===== src/rtl/mon_pkg.sv =====
// Shared types and the signature hash step for the run monitor.
package mon_pkg;

  typedef enum logic [2:0] {
    RUN     = 3'd0,
    PASS    = 3'd1,
    FAIL    = 3'd2,
    TIMEOUT = 3'd3
  } monitor_state_t;

  typedef struct packed {
    logic [31:0] adr;
    logic [31:0] data;
  } log_entry_t;

  // One LFSR-style fold: mix the cycle's inputs in, shift left, feed back taps 31/30/29/9.
  function automatic logic [31:0] next_hash(input logic [31:0] hash,
                                            input logic [31:0] instr,
                                            input logic [31:0] pc,
                                            input logic        we,
                                            input logic [31:0] wd);
    logic [31:0] t;
    t = hash ^ instr ^ pc;
    if (we) t = t ^ wd;
    return {t[30:0], t[9] ^ t[29] ^ t[30] ^ t[31]};
  endfunction

endpackage


===== src/rtl/write_log_fifo.sv =====
// Show-ahead FIFO for memory-write records with a sticky drop flag.
module write_log_fifo
  import mon_pkg::*;
#(
  parameter int  DEPTH = 8,
  parameter type T     = log_entry_t
) (
  input  logic clk,
  input  logic reset,
  input  logic push,
  input  T     din,
  input  logic pop,
  output T     head,
  output logic empty,
  output logic full,
  output logic overflow
);

  localparam int AW = $clog2(DEPTH);

  logic [AW-1:0] wr_ptr, rd_ptr;
  logic [AW:0]   count;
  T              mem [DEPTH];
  logic          do_pop, do_push;

  assign empty   = (count == '0);
  assign full    = (count == (AW+1)'(DEPTH));
  // A push into a full log still lands when a pop frees the head slot on the same edge.
  assign do_pop  = pop && !empty;
  assign do_push = push && (!full || do_pop);
  assign head    = empty ? T'('0) : mem[rd_ptr];

  always_ff @(posedge clk) begin
    if (do_push) mem[wr_ptr] <= din;
  end

  always_ff @(posedge clk or negedge reset) begin
    if (!reset) begin
      wr_ptr   <= '0;
      rd_ptr   <= '0;
      count    <= '0;
      overflow <= 1'b0;
    end else begin
      if (do_push) wr_ptr <= wr_ptr + 1'b1;
      if (do_pop)  rd_ptr <= rd_ptr + 1'b1;
      case ({do_push, do_pop})
        2'b10:   count <= count + 1'b1;
        2'b01:   count <= count - 1'b1;
        default: count <= count;
      endcase
      if (push && !do_push) overflow <= 1'b1;
    end
  end

endmodule


===== src/rtl/mem_write_monitor.sv =====
// Run monitor: signature hash, PASS/FAIL/TIMEOUT classification and a write log.
module mem_write_monitor
  import mon_pkg::*;
#(
  parameter logic [31:0] PASS_ADDR      = 32'd100,
  parameter logic [31:0] PASS_DATA      = 32'd25,
  parameter logic [31:0] SCRATCH_ADDR   = 32'd96,
  parameter logic [15:0] TIMEOUT_CYCLES = 16'd2000,
  parameter int          LOG_DEPTH      = 8
) (
  input  logic        clk,
  input  logic        reset,
  input  logic [31:0] instr,
  input  logic [31:0] pc,
  input  logic        mem_write,
  input  logic [31:0] data_adr,
  input  logic [31:0] write_data,
  output logic [2:0]  state,
  output logic        pass,
  output logic        fail,
  output logic        timeout,
  output logic [31:0] hash,
  output logic [15:0] cycle_count,
  input  logic        log_pop,
  output logic        log_empty,
  output logic        log_full,
  output logic        log_overflow,
  output logic [31:0] log_adr,
  output logic [31:0] log_data
);

  monitor_state_t state_q, state_d;
  logic           running;
  log_entry_t     push_entry, head_entry;

  assign running = (state_q == RUN);

  always_ff @(posedge clk or negedge reset) begin
    if (!reset) state_q <= RUN;
    else        state_q <= state_d;
  end

  // Terminating writes are checked before the timeout so a write on the last cycle wins.
  always_comb begin
    state_d = state_q;
    if (running) begin
      if (mem_write && data_adr == PASS_ADDR && write_data == PASS_DATA)
        state_d = PASS;
      else if (mem_write && data_adr != SCRATCH_ADDR)
        state_d = FAIL;
      else if (cycle_count == TIMEOUT_CYCLES - 16'd1)
        state_d = TIMEOUT;
    end
  end

  always_ff @(posedge clk or negedge reset) begin
    if (!reset) begin
      hash        <= '0;
      cycle_count <= '0;
    end else if (running) begin
      hash <= next_hash(hash, instr, pc, mem_write, write_data);
      if (cycle_count != 16'hFFFF) cycle_count <= cycle_count + 16'd1;
    end
  end

  assign state   = state_q;
  assign pass    = (state_q == PASS);
  assign fail    = (state_q == FAIL);
  assign timeout = (state_q == TIMEOUT);

  assign push_entry = '{adr: data_adr, data: write_data};

  write_log_fifo #(
    .DEPTH (LOG_DEPTH),
    .T     (log_entry_t)
  ) u_log (
    .clk      (clk),
    .reset    (reset),
    .push     (mem_write && running),
    .din      (push_entry),
    .pop      (log_pop),
    .head     (head_entry),
    .empty    (log_empty),
    .full     (log_full),
    .overflow (log_overflow)
  );

  assign log_adr  = head_entry.adr;
  assign log_data = head_entry.data;

endmodule


===== config.mk =====
export PLATFORM = sky130hd
export DESIGN_NAME = mem_write_monitor
export DESIGN_NICKNAME = d
export VERILOG_FILES = /design/src/rtl/mon_pkg.sv /design/src/rtl/write_log_fifo.sv /design/src/rtl/mem_write_monitor.sv
export SDC_FILE = /design/constraint.sdc
export NUM_CORES = 1
export LEC_CHECK = 0
export CAP_MARGIN = 20
export CELL_PAD_IN_SITES_DETAIL_PLACEMENT = 1
export CELL_PAD_IN_SITES_GLOBAL_PLACEMENT = 2
export CORE_UTILIZATION = 26
export DETAILED_ROUTE_END_ITERATION = 16
export HOLD_SLACK_MARGIN = 0.08
export PLACE_DENSITY_LB_ADDON = 0.08
export SLEW_MARGIN = 0
export SYNTH_ARGS = -nofsm -noshare
export SYNTH_HDL_FRONTEND = slang
export SYNTH_SLANG_ARGS = --single-unit
export TNS_END_PERCENT = 10

===== constraint.sdc =====
create_clock -name clk -period 7.2 [get_ports clk]
set_input_delay 1.44 -clock clk [delete_from_list [all_inputs] [get_ports clk]]
set_output_delay 1.44 -clock clk [all_outputs]
set_load 0.05 [all_outputs]

## Word-level counts from Yosys, hierarchy flattened

Memories as Yosys holds them, arrays and structs flattened.
Index checks and enable logic that the tools add are counted.

| operators by class | value |
|---|---|
| shifts and indexed selects | 0 |
| bitwise operators | 6 |
| div/mod/pow operators | 0 |
| multiplexer cells | 9 |
| add/sub/neg operators | 5 |
| reduce and logical (&&, ||, !) cells | 17 |
| equality and inequality tests | 11 |
| multipliers | 0 |
| order comparisons | 0 |

Operators by type and width:

| kind | count |
|---|---|
| bitwise XOR 32 bit | 3 |
| 2-to-1 mux 32 bit | 2 |
| 2-to-1 mux 64 bit | 1 |
| == test 32 x 5 -> 1 bit (second input constant) | 1 |
| == test 32 x 7 -> 1 bit (second input constant) | 1 |
| != test 32 x 7 -> 1 bit (second input constant) | 1 |
| adder 16 x 1 -> 16 bit (second input constant) | 1 |
| == test 16 x 11 -> 1 bit (second input constant) | 1 |
| != test 16 bit (second input constant) | 1 |
| 2-to-1 mux 3 bit | 3 |
| case mux 4 bit (2 select lines) | 1 |
| logical AND 1 bit | 7 |
| adder 3 x 1 -> 3 bit (second input constant) | 2 |
| == test 3 x 2 -> 1 bit (second input constant) | 2 |
| adder 4 x 1 -> 4 bit (second input constant) | 1 |
| == test 4 bit (second input constant) | 1 |
| zero test 4 bit | 1 |
| AND reduction 2 bit | 2 |
| subtractor 4 x 1 -> 4 bit (second input constant) | 1 |
| == test 3 x 1 -> 1 bit (second input constant) | 1 |
| zero test 1 bit | 3 |
| zero test 3 bit | 1 |
| nonzero test 3 bit | 1 |
| bitwise XOR 1 bit | 3 |
| other kinds (5) | 6 |

| word-level totals | value |
|---|---|
| memory bits (read-only) | 0 |
| memories | 1 |
| flip-flop bits (word level) | 62 |
| word-level logic and storage cells | 56 |
| input port bits | 132 |
| bits in writable memories | 512 |
| output and inout bits | 121 |
| latch bits | 0 |

Memories:

| memory | depth | width | rd ports | clocked after Yosys merged registers in | write ports | line | source |
|---|---|---|---|---|---|---|---|
| u_log.mem | 8 | 64 | 1 | 0 | 1 | write_log_fifo.sv:23 | `T mem [DEPTH];` |

## Logic depth before layout (Yosys ltp)

Gate-level depths: netlist of run 1.

| logic depth | value |
|---|---|
| word-level depth | 8 |
| depth in mapped cells | 10 |
| mapped depth without buffers | 9 |

## Modules after synthesis

A second synthesis of run 1 with hierarchy kept.

| unflattened totals | value |
|---|---|
| cell total of the unflattened synthesis | 1217 |
| area total of the unflattened synthesis | 23224.8 um^2 |

By module, submodules not included:

| module | seq. area each (um^2) | area an instance (um^2) | times used | cells an instance |
|---|---|---|---|---|
| write_log_fifo | 15650.0 | 20050.5 | 1 | 880 |
| mem_write_monitor | 1251.2 | 3174.3 | 1 | 337 |

## Worst setup path after synthesis of run 1

Ideal clock, no wire load.

| timing | value |
|---|---|
| kind | input to register |
| start point | input port mem_write |
| end point | memory u_log.mem[0][0] (netlist bit) (enable) |
| buffers on the path | 1 |
| arrival time | 6.419 ns |
| slack | 0.216 ns |
| stages | 4 |
| library setup time | 0.565 ns |
| data required time | 6.635 ns |
| cell sequence | buf_2 > o211a_4 > or2b_1 > nor3_1 |

| on the way | value |
|---|---|
| word-level cells in the longest chain between the ends | 4 |

RTL lines:

| what | line | source |
|---|---|---|
| start: declaration | mem_write_monitor.sv:15 | `input logic mem_write,` |
| logical AND 1 bit | mem_write_monitor.sv:79 | `.push (mem_write && running),` |
| logical AND 1 bit | write_log_fifo.sv:30 | `assign do_push = push && (!full \|\| do_pop);` |
| 2-to-1 mux 1 bit | write_log_fifo.sv:34 | `if (do_push) mem[wr_ptr] <= din;` |
| 2-to-1 mux 1 bit (not written as such) | write_log_fifo.sv:34 |  |
| end: declaration | write_log_fifo.sv:23 |  |

Every way passes these cells.

## Worst setup path after layout of run 1

| timing | value |
|---|---|
| start point | register u_log.rd_ptr[0] |
| end point | output port log_data[8] |

| on the way | value |
|---|---|
| word-level cells in the longest chain between the ends | 2 |

RTL lines:

| what | line | source |
|---|---|---|
| start: declaration | write_log_fifo.sv:21 | `logic [AW-1:0] wr_ptr, rd_ptr;` |
| start signal: assignment | write_log_fifo.sv:45 | `if (do_pop) rd_ptr <= rd_ptr + 1'b1;` |
| memory (8 x 64 bit) | -- |  |
| 2-to-1 mux 64 bit | write_log_fifo.sv:31 | `assign head = empty ? T'('0) : mem[rd_ptr];` |
| end: declaration | mem_write_monitor.sv:29 | `output logic [31:0] log_data` |

Every way passes these cells.

==> summary.md, run 1 <==
| Metric | Value |
|---|---|
| Top cell type's share of synthesized area | 66.35% |
| Setup Viol. Count Final | 0 |
| Clock transition at the registers of the reported paths | 0.06 ns |
| Leakage power | 9.758 nW |
| Status | finished clean |
| Hold depth | 2 |
| FFs w/ async S/R, synth | 10.65% |
| Routed wire length | 66,880 um |
| Max clock buf depth | 3 |
| Hold Crit Class | flop to flop |
| Area leader, netlist | edfxtp_1 |
| Top_reg_cell synth | edfxtp_1 |
| Root buf cell | clkbuf_16 |
| Worst Setup Start Kind | flop |
| Wirelength per Cell | 24.46 um |
| Post-route worst setup slack | 1.964 ns |
| Stages on the worst setup path | 5 |
| Total Nets Final | around 1,600 |
| Max stage delay on crit path | 1.02 ns |
| Number of clock sinks | 573 |
| CTS Hold Bufs | 0 |
| Share of post-route cells with drive strength above 1 | 18.56% |
| Measured slew at the worst slew-check pin | 0.9546 ns |
| Number of fill cells | about 8,900 |
| Power Density | ~370 nW/um^2 |
| CTS H-tree depth | 3 |
| Dpl cell area | 27,270 sq um |
| Design Area, Final | 29,570 sq um |
| Starting Density | 26.22% |
| Number of top-level pins | 253 |
| Fin. Hold Viols | 0 |
| GPL Wtd Cong | 0.6775 |
| Slew HR | 36.36% |
| Via count | 12,230 |
| Post-synthesis sequential area ratio | 72.94% |
| Mapped Avg Cell Area | between 15 and 20 sq um |
| Period utilisation layout | between 70% and 80% |
| CP Buf/Inv Count | 2 |
| Final Power | 0.01108 W |
| CP Cell Sequence | buf_12 > mux4_2 > mux2i_1 > nor2_1 > clkdlybuf4s50_1 |
| Synthesized instance count | 1,209 |
| Die ar. | between 90,000 and 100,000 sq um |
| Flops & latches, synth | 573 |
| Max-Cap Viols | 0 |
| Final ANT Viol Nets | 0 |
| Insertion delay to the later sink of the worst-skew pair | 0.61 ns |
| Rows | approximately 110 |
| R2R setup slack | 3.51 ns |
| Commonest cells in the netlist | 512 x edfxtp_1, 128 x mux4_2, 112 x nor2_1 |
| Fmax | roughly 190 MHz |
| Critical path endpoint category | output pin |
| Setup bufs post-CTS | 0 |
| Synth top area cells | edfxtp_1 66%, mux4_2 12%, dfrtp_1 6.6%, mux2i_1 2.9%, xnor2_1 2.6% |
| Global router's overall resource usage | 14.98% |
| Skew final | approximately 0.02 ns |
| First-pass GRT wire length | 97,590 um |
| Max IR drop VDD | 227.9 uV |
| Port buffer count | about 250 |
| Grt total ovfl | 0 |
| Die W | about 300 um |
| Pin count of the biggest net entering global routing | around 70 |
| Initial antenna violation count | 4 |
| Synthesized net count | 1,347 |
| Worst slack at placement | 2.383 ns |
| Most common cell in the netlist | edfxtp_1 |
| Core box area | 88,370 sq um |
| Slowest cell on crit path | dfrtp_4 |
| Final slew viol count | 0 |
| RSZ-0062 raised after global routing | no |
| Synthesized area | approximately 23,000 sq um |
| Drt first pass iters | 4 |
| Hold slack final | 0.4775 ns |
| Final Critical Period | ~5.2 ns |
| Setup TNS | 0 ns |
| R2R cell count | 6 |
| Post-CTS sizing | 0 |
| WS Path Type | flop to output pin |
| Synth cell types | 45 |
| Initial drt markers | 575 |
| Cts bufs inserted | 72 |
| CTS tree | done |
| Critical path arrival | 3.80 ns |
| Req. time, crit path | 5.76 ns |
| Post-route DRC | 0 |
| Vias in the first global route | 13,870 |
| Hpwl dp | just over 40,000 um |
| Area Growth Syn to Fin | 27.60% |
| Crit path max-delay family | buffers and inverters |
| Vias/cell | 4.473 |
| YS warnings | 0 |
| CP max FO | 44 |
| Die Height | 300.5 um |
| Post-synth EDFFs | 512 |
-- final cells by class --
cell class	count	area, sq um	share of cell area (%)
diodes	1	2.502	0.008463
clock inverters	44	382.9	1.295
flip-flops and latches	573	16910	57.20
well taps	1165	1458	4.930
clock buffers	89	1907	6.449
repair buffers	282	2830	9.572
multi-input cells	573	6047	20.45
inverters	7	27.53	0.09310
-- per-layer routing --
metal  routed length (um)  vias to the layer above  GRT usage (%)  part of all wire [%]
met3                 3658                       86          3.550                   5.5
met1                30220                     6511          20.17                    45
li1                     -                     5366              -                     -
met5                   50                        -              0                 0.075
met2                31740                      258          24.13                    47
met4                 1216                        8          4.109                   1.8
-- layout by cell type (no fill, tap or decap), types with 6 or more instances in the layout --
| cell type | Yosys | routed |
|---|---|---|
| mux2_2 | 6 | 6 |
| clkbuf_1 | 14 | 14 |
| buf_4 | 2 | 24 |
| clkinv_2 | 0 | 12 |
| clkbuf_16 | 0 | 73 |
| nor4_1 | 11 | 11 |
| mux2i_1 | 66 | 66 |
| buf_12 | 0 | 6 |
| nor4b_1 | 6 | 6 |
| xor2_1 | 46 | 46 |
| clkinv_1 | 0 | 18 |
| edfxtp_1 | 512 | 512 |
| inv_1 | 7 | 6 |
| nand2_1 | 44 | 44 |
| clkdlybuf4s50_1 | 0 | 249 |
| xnor2_1 | 69 | 69 |
| nor2_1 | 112 | 105 |
| mux4_2 | 128 | 128 |
| nor2_4 | 0 | 7 |
| dfrtp_1 | 61 | 58 |
| a21oi_1 | 30 | 30 |
-- sequential cells by signal, summed over array words and instances (netlist names) --
register / cells
u_log.wr_ptr: 3
state: 2
u_log.rd_ptr: 3
hash: 32
u_log.mem: 512
cycle_count: 16
u_log.count: 4
u_log.overflow: 1
-- kinds of logic (layout without fill, tap and decap cells) --
family,Yosys count,in the layout,synth area share [%]
compound gates,41,41,1.107
xor+xnor,118,118,4.638
fa+ha+maj,6,6,0.3564
buf+inv,63,422,1.231
flops,573,573,72.94
mux,201,201,15.65
other cells,1,2,0.01618
simple gates,206,206,4.061
-- stage by stage --
stage | util (%) | cells
2_1_floorplan | - | 1209
3_3_place_gp | 30.81 | 2598
3_5_place_dp | 30.86 | 2600
4_1_cts | 33.45 | 2733
5_1_grt | 33.45 | 2733
6_report | 33.46 | 2734
-- tightest hold or removal path, stage by stage (launching register included) --
cell and delay [ns]:
dfrtp_1 0.34, inv_1 0.04, o31ai_1 0.05
-- path summary, 6_finish.rpt --
| check | start | to |
|---|---|---|
| min in group asynchronous | reset | hash[19] |
| worst max register to register | state[0] | u_log.mem[2][60] |
| worst min register to register | u_log.overflow | u_log.overflow |
| worst min-delay path | u_log.overflow | u_log.overflow |
| max in group asynchronous | reset | u_log.rd_ptr[0] |
| worst max-delay path | u_log.rd_ptr[0] | log_data[8] |
-- where the power goes --
part	internal (W)	switching, W
Combinational	0.00151	0.00224
Clock	0.00207	0.00143
Sequential	0.00365	0.000174
Total	0.00723	0.00385
(Power assumes the default switching activity.)
==> inputs of run 2 (changes only) <==
==> constraint.sdc (replaced) <==
create_clock -name clk -period 4.3 [get_ports clk]
set_input_delay 0.86 -clock clk [delete_from_list [all_inputs] [get_ports clk]]
set_output_delay 0.86 -clock clk [all_outputs]
set_load 0.05 [all_outputs]
==> summary.md, run 2 (synthesis gave the netlist of run 1 again) <==
| Metric | Value |
|---|---|
| Status | finished clean (unchanged) |
| WS Path Type | flop to output pin (unchanged) |
| CTS Hold Bufs | 0 (unchanged) |
| Commonest non-fill, non-tap cells in the layout | 512 x edfxtp_1, 248 x clkdlybuf4s50_1, 128 x mux4_2 (was 512 x edfxtp_1, 249 x clkdlybuf4s50_1, 128 x mux4_2) |
| Sequential share of power | 34.2% (was 34.5%) |
| Routed wire length | 66,410 um (was 66,880 um) |
| CP max FO | 33 (was 44) |
| Grt total ovfl | 0 (unchanged) |
| Core box area | 88,370 sq um (unchanged) |
| Hpwl dp | 39,220 um (was 41,030 um) |
| Commonest non-fill, non-tap cell in the layout | edfxtp_1 (unchanged) |
| Post-CTS sizing | 0 (unchanged) |
| Slew HR | 49.35% (was 36.36%) |
| Setup Viol. Count Final | 0 (unchanged) |
| Share of post-route cells with drive strength above 1 | 18.53% (was 18.56%) |
| Leakage power | 9.747 nW (was 9.758 nW) |
| Max-Cap Viols | 0 (unchanged) |
| Fin. Hold Viols | 0 (unchanged) |
| R2R setup slack | 1.77 ns (was 3.51 ns) |
| Logic pwr share | 35.1% (was 33.9%) |
| Area Growth Syn to Fin | 28.03% (was 27.60%) |
| Critical path endpoint category | output pin (unchanged) |
| Number of top-level pins | 253 (unchanged) |
| Req. time, crit path | 3.44 ns (was 5.76 ns) |
| Total Nets Final | 1,651 (was 1,647) |
| Port buffer count | 251 (unchanged) |
| Global router's overall resource usage | 14.85% (was 14.98%) |
| Setup bufs post-CTS | 0 (unchanged) |
| Final Critical Period | between 4 and 5 ns |
| Final slew viol count | 0 (unchanged) |
| Critical path arrival | 3.26 ns (was 3.80 ns) |
| Setup TNS | 0 ns (unchanged) |
| Worst Setup Start Kind | flop (unchanged) |
| Hold Crit Class | primary input to async pin (was flop to flop) |
| First-pass GRT wire length | 96,590 um (was 97,590 um) |
| Reg with most FFs | u_log.mem (unchanged) |
| Number of instances in the placed design | 2,606 (was 2,600) |
| Max FFs per register | 512 (unchanged) |
| Number of fill cells | 8,857 (was 8,931) |
| Rows | 109 (unchanged) |
| Root buf cell | clkbuf_16 (unchanged) |
| Power Internal | 0.01202 W (was 0.007230 W) |
| Pin count of the biggest net entering global routing | 66 (was 68) |
| Fmax | 242.9 MHz |
| Worst slack at placement | 0.2040 ns (was 2.383 ns) |
| Die Height | 300.5 um (unchanged) |
| Die ar. | 90,320 sq um (unchanged) |
| Vias/cell | 4.500 (was 4.473) |
| CTS tree | done (unchanged) |
| Initial antenna violation count | 5 (was 4) |
| Measured slew at the worst slew-check pin | 0.7598 ns (was 0.9546 ns) |
| Cts bufs inserted | 70 (was 72) |
| Period utilisation layout | 95.76% |
| Switch Pwr | 0.006431 W (was 0.003846 W) |
| Power Density | 622.0 nW/um^2 (was 374.6 nW/um^2) |
| Clock share of power | 30.7% (was 31.6%) |
| Clock transition at the registers of the reported paths | 0.05 ns (was 0.06 ns) |
| Via count | 12,300 (was 12,230) |
| Final Power | 0.01845 W (was 0.01108 W) |
| Die W | 300.5 um (unchanged) |
| Max clock buf depth | 3 (unchanged) |
| Drt first pass iters | 4 (unchanged) |
| Post-route DRC | 0 (unchanged) |
| CTS H-tree depth | 3 (unchanged) |
| Max IR drop VDD | 415.6 uV (was 227.9 uV) |
| Starting Density | 26.22% (unchanged) |
| Post-route worst setup slack | 0.1823 ns (was 1.964 ns) |
| Wirelength per Cell | 24.29 um (was 24.46 um) |
| Non-filler cells, final | 2,734 (unchanged) |
| Insertion delay to the later sink of the worst-skew pair | 0.61 ns (about the same) |
| Number of clock sinks | 573 (unchanged) |
| Skew final | 0.01684 ns (was 0.01943 ns) |
| Sw Ratio | 34.85% (was 34.72%) |
| RSZ-0062 raised after global routing | no (unchanged) |
| Final ANT Viol Nets | 0 (unchanged) |
| GPL Wtd Cong | 0.6797 (was 0.6775) |
| Initial drt markers | 590 (was 575) |
| Regs by FF count | u_log.mem (512), hash (32), cycle_count (16) (unchanged) |
| Vias in the first global route | 13,670 (was 13,870) |
[run 2: cell count changes in the layout (fill, tap and decap cells not counted), moves of 3 or more]
cell | previous run | this run
diode_2 | 1 | 4
buf_12 | 6 | 19
clkbuf_16 | 73 | 70
clkinv_8 | 2 | 5
clkinv_1 | 18 | 14
clkbuf_1 | 14 | 17
buf_4 | 24 | 19
clkinv_2 | 12 | 8
[run 2: final cells by class]
cell class	instances	area (sq um)	share of cell area, %
multi-input cells	573	6060	20.43
clock buffers	87	1815	6.120
well taps	1165	1458	4.914
clock inverters	37	366.6	1.236
inverters	7	27.53	0.09279
repair buffers	288	3015	10.16
flip-flops and latches	573	16910	57.01
diodes	4	10.01	0.03374
[run 2: worst max-delay path, cell delays in order, from the launching register on]
cell	delay, ns
dfrtp_4	0.61
buf_12	0.33
mux4_2	0.54
mux2i_1	0.27
nor2_1	0.14
clkdlybuf4s50_1	0.75
[run 2: through the flow]
step | area (sq um) | hold slack [ns] | utilization [%]
3_5_place_dp | 27470 | 0.4886 | 31.09
4_1_cts | 29650 | 0.3338 | 33.56
6_report | 29660 | 0.3217 | 33.57
5_1_grt | 29650 | 0.3675 | 33.56
3_3_place_gp | 27470 | 0.4751 | 31.09
2_1_floorplan | 23180 | 0.4469 | -
[run 2: worst paths after layout]
kind / cells past startpoint / startpoint / end
max: 5 / u_log.rd_ptr[0] / log_data[13]
min reg2reg: 1 / u_log.count[3] / u_log.count[3]
max reg2reg: 8 / u_log.count[1] / u_log.count[3]
min: 1 / reset / hash[5]
min in group clk: 1 / u_log.count[3] / u_log.count[3]
max in group asynchronous: 2 / reset / u_log.count[2]
[run 2: power by group through the flow]
| stage | clock (W) | sequential, W | combinational, W |
|---|---|---|---|
| CTS | 0.00587 | 0.00632 | 0.00668 |
| global route | 0.00607 | 0.00632 | 0.00690 |
| global placement | 0 | 0.00644 | 0.00667 |
| finish | 0.00566 | 0.00631 | 0.00648 |
| detailed placement | 0 | 0.00644 | 0.00667 |
| floorplan | 0 | 0.00624 | 0.00449 |
[run 2: layer usage]
metal | global-route usage (%) | vias up | part of all wire (%)
met5 | 0 | - | 0.056
met4 | 3.843 | 6 | 1.5
met3 | 3.535 | 67 | 5.4
met2 | 23.79 | 269 | 47
met1 | 20.16 | 6580 | 46
li1 | - | 5381 | -
